## src/rtl/mac_dot_seq.sv

```systemverilog
// mac_dot_seq: sequential unsigned 8x8 dot-product engine.
//
// A job starts in IDLE when start is high; len (a,b) beats are accumulated in
// RUN, and the 16-bit sum is presented in HOLD until the consumer takes it.
//
// Ports:
//   clk, rst             clock, asynchronous active-high reset
//   start, len           begin a job of len beats (sampled only in IDLE)
//   abort                cancel the job in RUN, no result produced
//   in_valid, in_ready   operand beat handshake
//   a, b                 unsigned 8-bit operands
//   out_valid, out_ready result handshake
//   result               accumulator value (driven in every state)
//   ovf                  sticky per-job overflow flag
//   busy                 high in RUN or HOLD
//
// Build option: define MAC_DOT_SAT_EN to clamp the accumulator at 16'hFFFF on
// overflow; otherwise it wraps modulo 2^16. ovf behaves the same either way.

module mac_dot_seq #(
    parameter int unsigned LEN_W = 8
) (
    input  logic             clk,
    input  logic             rst,
    input  logic             start,
    input  logic [LEN_W-1:0] len,
    input  logic             abort,
    input  logic             in_valid,
    output logic             in_ready,
    input  logic [7:0]       a,
    input  logic [7:0]       b,
    output logic             out_valid,
    input  logic             out_ready,
    output logic [15:0]      result,
    output logic             ovf,
    output logic             busy
);

    typedef enum logic [1:0] {
        StIdle,
        StRun,
        StHold
    } state_e;

    state_e           state_q, state_d;
    logic [15:0]      acc_q, acc_d;
    logic [LEN_W-1:0] rem_q, rem_d;
    logic             ovf_q, ovf_d;

    logic [15:0] prod;
    logic [16:0] sum;

    assign prod = {8'd0, a} * {8'd0, b};
    assign sum  = {1'b0, acc_q} + {1'b0, prod};

    always_comb begin
        state_d = state_q;
        acc_d   = acc_q;
        rem_d   = rem_q;
        ovf_d   = ovf_q;

        unique case (state_q)
            StIdle: begin
                if (start) begin
                    acc_d = 16'd0;
                    ovf_d = 1'b0;
                    if (len != '0) begin
                        rem_d   = len;
                        state_d = StRun;
                    end else begin
                        state_d = StHold;
                    end
                end
            end
            StRun: begin
                // Abort wins over a beat offered in the same cycle.
                if (abort) begin
                    state_d = StIdle;
                end else if (in_valid) begin
                    ovf_d = ovf_q | sum[16];
`ifdef MAC_DOT_SAT_EN
                    acc_d = sum[16] ? 16'hFFFF : sum[15:0];
`else
                    acc_d = sum[15:0];
`endif
                    rem_d = rem_q - 1'b1;
                    if (rem_q == LEN_W'(1)) begin
                        state_d = StHold;
                    end
                end
            end
            StHold: begin
                if (out_ready) begin
                    state_d = StIdle;
                end
            end
            default: begin
                state_d = StIdle;
            end
        endcase
    end

    always_ff @(posedge clk or posedge rst) begin
        if (rst) begin
            state_q <= StIdle;
            acc_q   <= 16'd0;
            rem_q   <= '0;
            ovf_q   <= 1'b0;
        end else begin
            state_q <= state_d;
            acc_q   <= acc_d;
            rem_q   <= rem_d;
            ovf_q   <= ovf_d;
        end
    end

    always_comb begin
        in_ready  = (state_q == StRun);
        out_valid = (state_q == StHold);
        busy      = (state_q != StIdle);
        result    = acc_q;
        ovf       = ovf_q;
    end

endmodule
```

## config.mk

```make
export PLATFORM = sky130hd
export DESIGN_NAME = mac_dot_seq
export DESIGN_NICKNAME = d
export VERILOG_FILES = /design/src/rtl/mac_dot_seq.sv
export SDC_FILE = /design/constraint.sdc
export NUM_CORES = 1
export LEC_CHECK = 0
export BUFFER_PORTS_ARGS = -buffer_cell sky130_fd_sc_hd__buf_2
export CORE_MARGIN = 2
export CORE_UTILIZATION = 40
export CTS_CLUSTER_SIZE = 20
export DETAILED_ROUTE_END_ITERATION = 6
export GPL_TIMING_DRIVEN = 1
export HOLD_SLACK_MARGIN = 0.1
export PLACE_DENSITY = 0.6
export SETUP_SLACK_MARGIN = 0.1
export SLEW_MARGIN = 20
export SYNTH_ARGS = -nofsm -noshare
export SYNTH_HDL_FRONTEND = slang
export SYNTH_SLANG_ARGS = --single-unit
export TNS_END_PERCENT = 20
```

## constraint.sdc

```tcl
create_clock -name clk -period 13 [get_ports clk]
set_clock_uncertainty 0.2 [all_clocks]
set_input_delay 2.6 -clock clk [delete_from_list [all_inputs] [get_ports clk]]
set_output_delay 2.6 -clock clk [all_outputs]
set_load 0.02 [all_outputs]
```

==> results.py, run 1 <==
metrics = {
    "outcome": {
        "status": "finished clean",
    },
    "global_routing": {
        "antenna_found_initial": 0,
        "grt_first_pass_wirelength_um": 15300,
        "grt_pass1_vias": 3196,
        "grt_start_max_net_pins": 28,
        "grt_use_met1_pct": 27.1,
        "grt-ovfl-total": 0,
        "grtUsageMet2_pct": 29.4,
        "track_usage_pct": 18.3,
        "gr-max-usage-layer": "met2",
        "met3_usage_pct": 1.50,
    },
    "sta": {
        "totalNegativeSetupSlack_ns": 0,
        "slew_violations": 0,
        "min_period_ns": 6.80,
        "worst_pin_slew_ns": 0.613,
        "max_slew_margin_pct": 59.0,
        "setup_viol_count_final": 0,
        "grt_setup_unrepaired": "false",
        "finalHoldViolCount": 0,
        "fin_crit_sh_pct": 52.3,
        "fmax_mhz": 147,
    },
    "floorplanning": {
        "num_io_pins": 50,
        "die_h_um": 102,
        "placementRows": 35,
        "dieArea_um2": 10500,
        "die_w_um": 102,
        "core_area_um2": 9330,
        "initial_core_util_pct": 41.6,
    },
    "hold_path": {
        "min_path_type": "reg -> reg",
    },
    "critical_path": {
        "cp-end-kind": "flip-flop",
        "worstPathMaxFanout": 8,
        "crit_required_ns": 12.98,
        "cp-start-kind": "input pin",
        "crit_type": "in -> reg",
        "reg2reg_slack_ns": 8.42,
        "crit_arrival_ns": 6.78,
    },
    "route": {
        "drtPass1Iterations": 4,
        "via_per_inst": 4.91,
        "wirelength_um": 8630,
        "route.antenna.remaining_nets": 0,
        "drc": 0,
        "drtIter0Drc": 129,
        "via_count": 3061,
        "wire_per_inst_um": 13.8,
    },
    "clocking": {
        "h-tree-depth": 1,
        "path_clk_slew_ns": 0.10,
        "root_buffer": "clkbuf_8",
        "cts_tree": "yes",
        "post_cts_resized": 0,
        "post_cts_buffers": 0,
        "clk_latency_ns": 0.28,
        "cts_hold_buf": 0,
        "cts_buffers": 3,
        "clockBufferDepth": 2,
        "cts.sinks": 27,
    },
    "finish": {
        "antenna_cells": 0,
        "final_common_cell": "inv_1",
        "drive_above_1_share_pct": 12.3,
        "fin_area_um2": 4300,
        "areaGrowthSynthToFinish_pct": 10.8,
        "final_cell_mix": "inv_1 (102), nand2_1 (53), fa_1 (51)",
        "nets": 615,
    },
    "yosys": {
        "async_reset_ff_share_pct": 100,
        "syn-mean-instance-area_um2": 8.61,
        "syn_inst": 450,
        "seq_area_frac_synth_pct": 17.4,
        "netlist-cell-type-count": 47,
        "synth-seq-cells": 27,
        "synth_ff_type": "dfrtp_1",
        "synth_top_area_share_pct": 26.3,
        "synth.area.top_cells": "fa_1 (26%), dfrtp_1 (17%), ha_1 (12%), inv_1 (10%), and2_1 (6.0%)",
        "syn_area_um2": 3880,
        "synth-warning-count": 0,
        "synth.net_count": 569,
        "synth-edff-count": 0,
        "synth_top_area_cell": "fa_1",
    },
    "pwr": {
        "power.density_nw_per_um2": 231,
        "irDropWorstVdd_uv": 106,
        "power_mw": 0.993,
        "p_leak_nw": 2.23,
    },
    "flow_run": {
        "maxCapViolations": 0,
    },
    "placement": {
        "io_buffer_count": 49,
        "hpwl_um": 7220,
        "globalplace.congestion": 0.902,
        "place_area_um2": 4250,
    },
}
==> layout make-up <==
cell class / instances / area [µm²]
fillers: 932 / 5030
multi-input cells: 312 / 2780
well taps: 129 / 161
repair buffers: 49 / 245
inverters: 103 / 387
flip-flops and latches: 27 / 676
clock buffers: 4 / 45.0
==> through the flow <==
stage	utilization, %	setup WS, ns	std cells	hold WS [ns]
after floorplan	-	6.20	450	0.248
after global placement	45.6	6.00	620	0.273
after detailed placement	45.6	5.91	620	0.273
after CTS	46.0	6.19	624	0.296
after global routing	46.0	5.98	624	0.345
final	46.0	6.20	624	0.287
==> Yosys cell counts (2+ instances only) <==
cell and n:
nor2_1 9, o211ai_1 2, o21ai_0 24, nand3b_1 3, nand2b_1 3, and4_1 2
ha_1 38, a21oi_1 23, o32ai_1 2, or4_1 2, or3_1 3, inv_1 103
nor2b_1 3, xor2_1 4, xnor2_1 3, o21a_1 2, clkbuf_1 5, a32o_1 3
buf_2 2, nor3_1 6, nand2_1 53, dfrtp_1 27, a21o_1 4, and2_1 37
o31ai_1 3, fa_1 51, nand3_1 13
==> registers in the layout, indices dropped and copies added (netlist names) <==
register  cells
result       16
rem_q         8
state_q       2
ovf           1
==> critical path, stage by stage <==
cell,delay (ns)
buf_2,0.16
nand2_1,0.10
fa_1,0.52
fa_1,0.55
inv_1,0.06
fa_1,0.53
inv_1,0.05
fa_1,0.55
inv_1,0.05
ha_1,0.36
a21o_1,0.23
a221o_2,0.44
a41oi_2,0.21
nand3b_1,0.10
a32o_1,0.25
==> final timing paths <==
path                                             from                      to  cells past startpoint
worst min-delay path             rem_q[6]$_DFFE_PP0P_    rem_q[6]$_DFFE_PP0P_                      1
min in group asynchronous                         rst  state_q[0]$_DFFE_PP0P_                      2
worst max-delay path                             a[0]  result[15]$_DFFE_PP0P_                     15
worst min register to register   rem_q[6]$_DFFE_PP0P_    rem_q[6]$_DFFE_PP0P_                      1
worst max register to register  result[6]$_DFFE_PP0P_  result[15]$_DFFE_PP0P_                     14
max in group asynchronous                         rst    rem_q[1]$_DFFE_PP0P_                      2
==> power by group <==
part           leakage (nW)  total [mW]  internal [mW]  switching (mW)
clock                0.0228      0.0503         0.0220          0.0283
combinational          1.86       0.788          0.314           0.473
sequential            0.349       0.155          0.120          0.0351
==> per-layer routing <==
layer | wire length [µm] | share of wire (%)
met1 | 4360 | 51
met2 | 3850 | 45
met3 | 290 | 3.4
met4 | 127 | 1.5
met5 | 0 | 0
==> cell families (layout without fill, tap and decap cells) <==
| kind of cell | Yosys count | count (layout) | synth area share, % |
|---|---|---|---|
| buffers and inverters | 111 | 156 | 10.8 |
| adders and majority gates | 89 | 89 | 38.6 |
| xor gates and xnor gates | 7 | 7 | 1.58 |
| and+or+nand+nor | 141 | 141 | 18.8 |
| DFF | 27 | 27 | 17.4 |
| AOI/OAI and AO/OA | 75 | 75 | 12.8 |
Note: power is estimated with default switching activity, not from simulation.
==> run 2: changes to the inputs <==
--- a/config.mk
+++ b/config.mk
@@ -12,7 +12,7 @@
 export DETAILED_ROUTE_END_ITERATION = 6
 export GPL_TIMING_DRIVEN = 1
 export HOLD_SLACK_MARGIN = 0.1
-export PLACE_DENSITY = 0.6
+export PLACE_DENSITY = 0.62
 export SETUP_SLACK_MARGIN = 0.1
 export SLEW_MARGIN = 20
 export SYNTH_ARGS = -nofsm -noshare
==> constraint.sdc (replaced) <==
create_clock -name clk -period 5.79 [get_ports clk]
set_clock_uncertainty 0.2 [all_clocks]
set_input_delay 1.158 -clock clk [delete_from_list [all_inputs] [get_ports clk]]
set_output_delay 1.158 -clock clk [all_outputs]
set_load 0.02 [all_outputs]
==> run 2 against run 1 <==
Register-to-register slack worse by 7.2 ns. Core utilization is 0.081 points higher. Setup slack worse by 5.7 ns. Sequential power is 130% higher. Die area stayed put. Critical path type unchanged.
==> results.py, run 2 (synthesis gave the netlist of run 1 again) <==
metrics = {
    "outcome": {
        "status": "finished clean",
    },
    "clocking": {
        "h-tree-depth": 1,
        "cts_tree": "yes",
        "clk_latency_ns": 0.27,
        "cts.sinks": 27,
        "cts_hold_buf": 0,
        "root_buffer": "clkbuf_8",
        "clockBufferDepth": 2,
        "post_cts_resized": 0,
        "path_clk_slew_ns": 0.10,
        "post_cts_buffers": 0,
        "cts_buffers": 3,
    },
    "sta": {
        "min_period_ns": 5.34,
        "finalHoldViolCount": 0,
        "grt_setup_unrepaired": "false",
        "slew_violations": 0,
        "max_slew_margin_pct": 59.8,
        "worst_pin_slew_ns": 0.602,
        "fin_hold_ws_ns": 0.293,
        "setup_viol_count_final": 0,
        "totalNegativeSetupSlack_ns": 0,
        "fmax_mhz": 187,
        "fin_crit_sh_pct": 92.2,
    },
    "critical_path": {
        "crit_required_ns": 5.76,
        "worst-path-buf-inv": 4,
        "max_stage_delay_ns": 0.57,
        "crit_type": "in -> reg",
        "cp-end-kind": "flip-flop",
        "crit_arrival_ns": 5.31,
        "cpMostUsedCell": "fa_1",
        "crit_family": "adder cells",
        "crit_slowest_cell": "fa_1",
        "cp-start-kind": "input pin",
        "crit_chain": "buf_2 -> nand2_1 -> fa_1 -> fa_1 -> inv_1 -> fa_1 -> inv_1 -> fa_1 -> inv_1 -> ha_1 -> a21o_1 -> a221o_2 -> a41oi_2 -> nand3b_1 -> a32o_1",
        "worstPathMaxFanout": 8,
    },
    "floorplanning": {
        "dieArea_um2": 10500,
        "placementRows": 35,
        "die_h_um": 102,
        "initial_core_util_pct": 41.6,
        "die_w_um": 102,
        "num_io_pins": 50,
        "core_area_um2": 9330,
    },
    "placement": {
        "place_area_um2": 4260,
        "hpwl_um": 7240,
        "globalplace.congestion": 0.883,
        "io_buffer_count": 49,
    },
    "finish": {
        "areaGrowthSynthToFinish_pct": 11.0,
        "drive_above_1_share_pct": 12.5,
        "nets": 616,
        "final_common_cell": "inv_1",
        "antenna_cells": 0,
        "largest_reg_flops": 16,
        "fin_area_um2": 4300,
        "final_cell_mix": "inv_1 (102), nand2_1 (53), fa_1 (51)",
    },
    "global_routing": {
        "grt_first_pass_wirelength_um": 14900,
        "grt-ovfl-total": 0,
        "grt_start_max_net_pins": 28,
        "grt_pass1_vias": 3093,
        "track_usage_pct": 17.8,
        "antenna_found_initial": 0,
    },
    "route": {
        "route.antenna.remaining_nets": 0,
        "drc": 0,
        "wire_per_inst_um": 13.9,
        "via_count": 3081,
        "drtPass1Iterations": 4,
        "drtIter0Drc": 149,
        "wirelength_um": 8710,
        "via_per_inst": 4.93,
    },
    "pwr": {
        "irDropWorstVdd_uv": 240,
        "p_leak_nw": 2.23,
        "power.density_nw_per_um2": 524,
    },
    "flow_run": {
        "maxCapViolations": 0,
    },
    "hold_path": {
        "min_path_type": "reg -> reg",
    },
}
## run 2: cell count changes in the layout (fill, tap and decap cells not counted), sizes merged
cell	change
buf	+1
## run 2: where the power goes
group / internal, mW / total (mW) / switching [mW]
logic: 0.722 / 1.79 / 1.07
registers: 0.270 / 0.350 / 0.0795
clock network: 0.0494 / 0.112 / 0.0622
total: 1.04 / 2.25 / 1.21
## run 2: final timing paths
path | to | slack, ns | startpoint | depth (start not counted)
max reg2reg | result[15]$_DFFE_PP0P_ | 1.22 | result[6]$_DFFE_PP0P_ | 14
min in group asynchronous | result[6]$_DFFE_PP0P_ | 0.74 | rst | 2
max | result[15]$_DFFE_PP0P_ | 0.45 | b[7] | 15
min | rem_q[6]$_DFFE_PP0P_ | 0.29 | rem_q[6]$_DFFE_PP0P_ | 1
max in group asynchronous | rem_q[0]$_DFFE_PP0P_ | 4.25 | rst | 2
min reg2reg | rem_q[6]$_DFFE_PP0P_ | 0.29 | rem_q[6]$_DFFE_PP0P_ | 1
## run 2: layout make-up
type	instances	area, µm²
Timing Repair Buffer	50	253
Inverter	103	387
Sequential cell	27	676
Fill cell	939	5020
Multi-Input combinational cell	312	2780
Clock buffer	4	45.0
Tap cell	129	161
## run 2: stage by stage
stage,instances,utilization [%],setup WS (ns),power [mW]
2_1_floorplan,450,-,0.429,1.71
3_3_place_gp,621,45.6,0.234,2.12
3_5_place_dp,621,45.6,0.188,2.14
4_1_cts,625,46.1,0.455,2.27
5_1_grt,625,46.1,0.251,2.54
6_report,625,46.1,0.454,2.25
## run 2: worst reg2reg max path: stages, from the launching register on
cell and delay [ns]:
dfrtp_1 0.41, inv_1 0.08, fa_1 0.53, inv_1 0.05
fa_1 0.50, inv_1 0.05, fa_1 0.50, fa_1 0.57
inv_1 0.05, ha_1 0.36, and3_2 0.22, a221o_2 0.40
a41oi_2 0.21, nand3b_1 0.10, a32o_1 0.25
## run 2: per-layer routing
metal	GRT usage, %	share of wire [%]	up-vias
li1	-	-	1519
met1	26.3	50	1506
met2	30.0	47	54
met3	0.958	2.7	2
met4	1.95	0.28	0
met5	0	0	-
